===== config.mk =====
export PLATFORM = sky130hd
export DESIGN_NAME = stride_read_addr_gen_flat
export DESIGN_NICKNAME = d
export VERILOG_FILES = /design/src/rtl/stride_rd_if.sv /design/src/rtl/stride_read_addr_gen.sv /design/src/flat_wrapper.sv
export SDC_FILE = /design/constraint.sdc
export NUM_CORES = 1
export LEC_CHECK = 0
export ABC_AREA = 1
export BUFFER_PORTS_ARGS = -buffer_cell sky130_fd_sc_hd__buf_2
export CORE_MARGIN = 10
export CORE_UTILIZATION = 27
export CTS_CLUSTER_SIZE = 12
export DETAILED_ROUTE_END_ITERATION = 6
export GPL_TIMING_DRIVEN = 0
export PLACE_DENSITY = 0.54
export SLEW_MARGIN = 20
export SYNTH_ARGS = -nofsm -noshare
export SYNTH_HDL_FRONTEND = slang
export SYNTH_SLANG_ARGS = --single-unit

===== constraint.sdc =====
create_clock -name clk -period 1.4 [get_ports clk]
set_input_delay 0.14 -clock clk [delete_from_list [all_inputs] [get_ports clk]]
set_output_delay 0.14 -clock clk [all_outputs]
set_load 0.01 [all_outputs]

===== src/rtl/stride_rd_if.sv =====
// Read-address handshake bundle between the stride address generator and the line-buffer read port.
interface stride_rd_if #(
  parameter int ADDR_WIDTH = 8
);
  logic [ADDR_WIDTH-1:0] addr;
  logic                  addr_valid;
  logic                  addr_ready;
  logic                  addr_last;

  modport master (output addr, output addr_valid, output addr_last, input addr_ready);
  modport slave  (input addr, input addr_valid, input addr_last, output addr_ready);
endinterface


===== src/rtl/stride_read_addr_gen.sv =====
// Walks the strided line buffer back out column-then-offset: addr = j + i*STRIDE, i inner, j outer.
// The address is built by accumulation only, so no multiplier is needed.
module stride_read_addr_gen #(
  parameter int CNT_1      = 14,
  parameter int CNT_2      = 8,
  parameter int STRIDE     = 14,
  parameter int ADDR_WIDTH = 8
) (
  input  logic             clk,
  input  logic             rst,
  input  logic             start_i,
  input  logic             sel_i,
  stride_rd_if.master      rd,
  output logic             busy_o,
  output logic             done_o
);

  localparam int MAX_N = (CNT_1 > CNT_2) ? CNT_1 : CNT_2;
  localparam int I_W   = (MAX_N > 1) ? $clog2(MAX_N) : 1;
  localparam int J_W   = (STRIDE > 1) ? $clog2(STRIDE) : 1;

  localparam logic [I_W-1:0]        I_LAST_1 = I_W'(CNT_1 - 1);
  localparam logic [I_W-1:0]        I_LAST_2 = I_W'(CNT_2 - 1);
  localparam logic [J_W-1:0]        J_LAST   = J_W'(STRIDE - 1);
  localparam logic [ADDR_WIDTH-1:0] STEP     = ADDR_WIDTH'(STRIDE);

  typedef enum logic [1:0] {
    IDLE = 2'd0,
    RUN  = 2'd1,
    DONE = 2'd2
  } state_t;

  state_t                state_q, state_d;
  logic                  sel_q, sel_d;
  logic [I_W-1:0]        i_q, i_d;
  logic [J_W-1:0]        j_q, j_d;
  logic [ADDR_WIDTH-1:0] base_q, base_d;
  logic [ADDR_WIDTH-1:0] acc_q, acc_d;

  logic [I_W-1:0] i_last;
  logic           i_wrap;
  logic           j_wrap;

  assign i_last = sel_q ? I_LAST_2 : I_LAST_1;
  assign i_wrap = (i_q == i_last);
  assign j_wrap = (j_q == J_LAST);

  always_ff @(posedge clk) begin
    if (rst) begin
      state_q <= IDLE;
      sel_q   <= 1'b0;
      i_q     <= '0;
      j_q     <= '0;
      base_q  <= '0;
      acc_q   <= '0;
    end else begin
      state_q <= state_d;
      sel_q   <= sel_d;
      i_q     <= i_d;
      j_q     <= j_d;
      base_q  <= base_d;
      acc_q   <= acc_d;
    end
  end

  always_comb begin
    state_d = state_q;
    sel_d   = sel_q;
    i_d     = i_q;
    j_d     = j_q;
    base_d  = base_q;
    acc_d   = acc_q;

    unique case (state_q)
      IDLE: begin
        if (start_i) begin
          state_d = RUN;
          sel_d   = sel_i;
          i_d     = '0;
          j_d     = '0;
          base_d  = '0;
          acc_d   = '0;
        end
      end
      RUN: begin
        if (rd.addr_ready) begin
          if (!i_wrap) begin
            i_d   = i_q + I_W'(1);
            acc_d = acc_q + STEP;
          end else if (!j_wrap) begin
            // next column starts at its own offset; base tracks j in address width
            i_d    = '0;
            j_d    = j_q + J_W'(1);
            base_d = base_q + ADDR_WIDTH'(1);
            acc_d  = base_q + ADDR_WIDTH'(1);
          end else begin
            state_d = DONE;
          end
        end
      end
      DONE: begin
        state_d = IDLE;
      end
      default: begin
        state_d = IDLE;
      end
    endcase
  end

  assign rd.addr_valid = (state_q == RUN);
  assign rd.addr       = (state_q == RUN) ? acc_q : '0;
  assign rd.addr_last  = (state_q == RUN) && i_wrap && j_wrap;
  assign busy_o        = (state_q == RUN);
  assign done_o        = (state_q == DONE);

endmodule


===== src/flat_wrapper.sv =====
// flat-port wrapper written by rule: the top's interface ports become plain ports
module stride_read_addr_gen_flat 
#(
  parameter int CNT_1      = 14,
  parameter int CNT_2      = 8,
  parameter int STRIDE     = 14,
  parameter int ADDR_WIDTH = 8
)
  (clk, rst, start_i, sel_i, busy_o, done_o, rd_addr, rd_addr_valid, rd_addr_last, rd_addr_ready);
  stride_rd_if #(.ADDR_WIDTH(ADDR_WIDTH)) rd_i ();
  input  logic clk;
  input  logic rst;
  input  logic start_i;
  input  logic sel_i;
  output logic busy_o;
  output logic done_o;
  output wire logic [$bits(rd_i.addr)-1:0] rd_addr;
  output wire logic [$bits(rd_i.addr_valid)-1:0] rd_addr_valid;
  output wire logic [$bits(rd_i.addr_last)-1:0] rd_addr_last;
  input wire logic [$bits(rd_i.addr_ready)-1:0] rd_addr_ready;
  assign rd_addr = rd_i.addr;
  assign rd_addr_valid = rd_i.addr_valid;
  assign rd_addr_last = rd_i.addr_last;
  assign rd_i.addr_ready = rd_addr_ready;
  stride_read_addr_gen #(.CNT_1(CNT_1), .CNT_2(CNT_2), .STRIDE(STRIDE), .ADDR_WIDTH(ADDR_WIDTH)) u_core (.clk(clk), .rst(rst), .start_i(start_i), .sel_i(sel_i), .rd(rd_i), .busy_o(busy_o), .done_o(done_o));
endmodule

==> impl_metrics.toml <==
[pwr]
total_power_mw = 1.74
pwr_density_cell_nw_per_um2 = 776
power.leakage_nw = 0.935
irDropWorstVdd_uv = 456

[worst_setup_path]
critPathSlowestCell = "dfxtp_2"
cp_slowest_stage_delay_ns = 0.33
cp.required_ns = 1.55
worstSetupStartpointType = "flip-flop"
cpMostUsedCell = "nor2_4"
timing.critical_path.cells = "inv_2 -> ha_4 -> nand3_4 -> nor2_4 -> nand4_1 -> nand2_4 -> buf_6 -> nor2_4 -> nand3_2 -> a21oi_2"
timing.reg2reg.setup_slack_ns = -0.11
worst-setup-path-type = "reg2reg"
maximum_fanout_along_the_worst_path = 5
end_kind = "flip-flop"
critPathArrivalTime_ns = 1.67

[synthesis]
post_synth.cell_area_avg_um2 = 6.50
synthesis.instances = 240
netlist-cell-type-count = 25
synth-seq-cells = 27
post_synth_instance_area_um2 = 1560
yosysWarningCount = 0
postSynth.asyncResetShare_pct = 0
share_of_the_yosys_chip_area_belonging_to_registers_pct = 34.7
ys_dominant_reg_cell = "dfxtp_1"
synth-edff-count = 0
mappedNetlistNets = 250

[layout]
mostFrequentLayoutCell = "nand2_1"
insertedDiodeCount = 0
areaGrowthSynthToFinish_pct = 44.3
total_area_of_multi_input_combinational_cells_um2 = 1040
fin_nets = 297
layout.filler_cells = 587
register_area_um2 = 562
final_layout_size_suffix_gt1_share_pct = 39.2
layout.cells.most_common_list = "nand2_1, inv_1, buf_4, a21oi_1, nor2_1"

[sta]
slew_headroom_pct = 63.9
setup-violations-final = 19
max_clock_freq_mhz = 661
rsz_0062_raised_after_global_routing = "true"
finalHoldViolations = 0
worst-slew-pin-transition_ns = 0.541
timing.final.crit_share_pct = 108
drv_slew = 0
setup_slack_ns = -0.113
final_worst_clock_skew_ns = 0.00417
final.min_clock_period_ns = 1.51

[cts]
clkLatencyLatePin_ns = 0.28
root_buffer = "clkbuf_8"
number_of_buffers_inserted_during_clock_tree_synthesis = 3
clock_sinks = 27
h-tree-depth = 1
clk_transition_reported_paths_ns = 0.10
cts_tree = "built"
max-clock-path-buffers = 2

[hold_path]
holdCritPathClass = "in2reg"

[place]
placement.setup.worst_slack_ns = -0.250
post-dp-hpwl_um = 2850
gp_routability_congestion = 0.808
portBuffers = 15

[route]
routed_wirelength_normalized_by_instance_count_um = 12.2
number_of_drc_markers_after_the_initial_detailed_route_iteration = 54
antenna_violating_nets_post_route = 0
wl_um = 4350
route.vias.total = 1641
first_pass_iters = 4
routed_via_density = 4.58
drc_errors = 0

[flow_run]
maxCapViolations = 0

[global_routing]
grt_pass1_vias = 1513
grt_use_total_pct = 9.32
overflow = 0
pin_count_of_the_biggest_net_entering_global_routing = 15
global_route_wire_length_before_repair_um = 7040
antenna_found_initial = 0

[floorplan]
start_util_pct = 28.1
core-area_um2 = 5540
floorplan.die.width_um = 96.0
io_pins = 17
core.rowCount = 27
design.die.area_um2 = 9210
floorplan.die.height_um = 96.0

[status]
status = "complete, but fails checks"
violations = "setup timing"
-- cells in the mapped netlist (all sizes together), types with 3 or more instances --
cell	count	area share, %
a21oi	25	8.0
nand4	6	2.4
inv	35	8.4
buf	4	1.9
or2	3	1.2
o21ai	16	5.4
nand3	22	7.4
clkbuf	3	0.72
dfxtp	27	35
nand2	57	14
ha	5	4.0
nor2	28	7.7
-- timing repair --
action,in CTS,in global routing
buffers inserted,16,10
endpoints found under the setup margin,36,34
gates resized for setup,50,39
pin swaps,12,17
cloned,1,0
hold buffers,0,0
hold endpoints to repair,0,0
-- cell type report --
| class | count | area share (%) |
|---|---|---|
| repair buffers | 42 | 13.1 |
| clock buffers | 4 | 2.00 |
| inverters | 37 | 6.67 |
| plain buffers | 7 | 3.00 |
| well taps | 72 | 4.00 |
| flip-flops and latches | 27 | 25.0 |
| multi-input cells | 169 | 46.2 |
-- metal layers --
metal	vias to the layer above	share of wire, %	GRT usage, %
met3	4	4.0	2.72
met5	-	0	0
met1	758	45	11.0
li1	858	-	-
met2	21	51	16.3
met4	0	0.76	1.84
-- flip-flops by register name (all words and copies together) (netlist names) --
signal and cells:
u_core.acc_q 8, u_core.base_q 8, u_core.i_q 4, u_core.state_q 2, u_core.j_q 4, u_core.sel_q 1
-- kinds of logic after synthesis --
kind of cell             after synthesis  share of synthesized area, %
XOR/XNOR                               3                          1.69
flip-flops                            27                          34.7
buffers and inverters                 44                          11.6
AND/OR/NAND/NOR                      120                          34.7
AO/OA/AOI/OAI                         41                          13.4
adder cells (fa/ha/maj)                5                          4.01
-- metrics by stage --
step	TNS, ns	utilization [%]	instances	area (µm²)	hold WS (ns)
final	-1.03	40.6	358	2250	0.125
after global routing	-2.67	40.6	358	2250	0.138
after CTS	-0.792	37.0	348	2050	0.133
after detailed placement	-3.96	31.1	327	1730	0.427
after global placement	-3.61	31.1	327	1730	0.420
after floorplan	0	-	240	1560	0.305
-- power by group --
part | total (mW) | internal, mW | switching, mW
Clock | 0.457 | 0.204 | 0.252
Combinational | 0.444 | 0.189 | 0.255
Sequential | 0.844 | 0.805 | 0.0392
Total | 1.74 | 1.20 | 0.546
-- path summary, 6_finish.rpt --
check	endpoint	start	cells after the start
setup / recovery	u_core.acc_q[6]	u_core.j_q[1]	10
hold / removal	u_core.sel_q	sel_i	3
setup reg to reg	u_core.acc_q[6]	u_core.j_q[1]	10
hold reg to reg	u_core.acc_q[0]	u_core.acc_q[0]	2
-- critical path, delay by kind of cell, from the launching register on --
family                     cells  cell delay, ns
DFF                            1            0.33
and+or+nand+nor                6            0.67
buffers and inverters          2            0.20
adders and majority gates      1            0.13
AOI/OAI and AO/OA              1            0.05
Note: power is estimated with default switching activity, not from simulation.
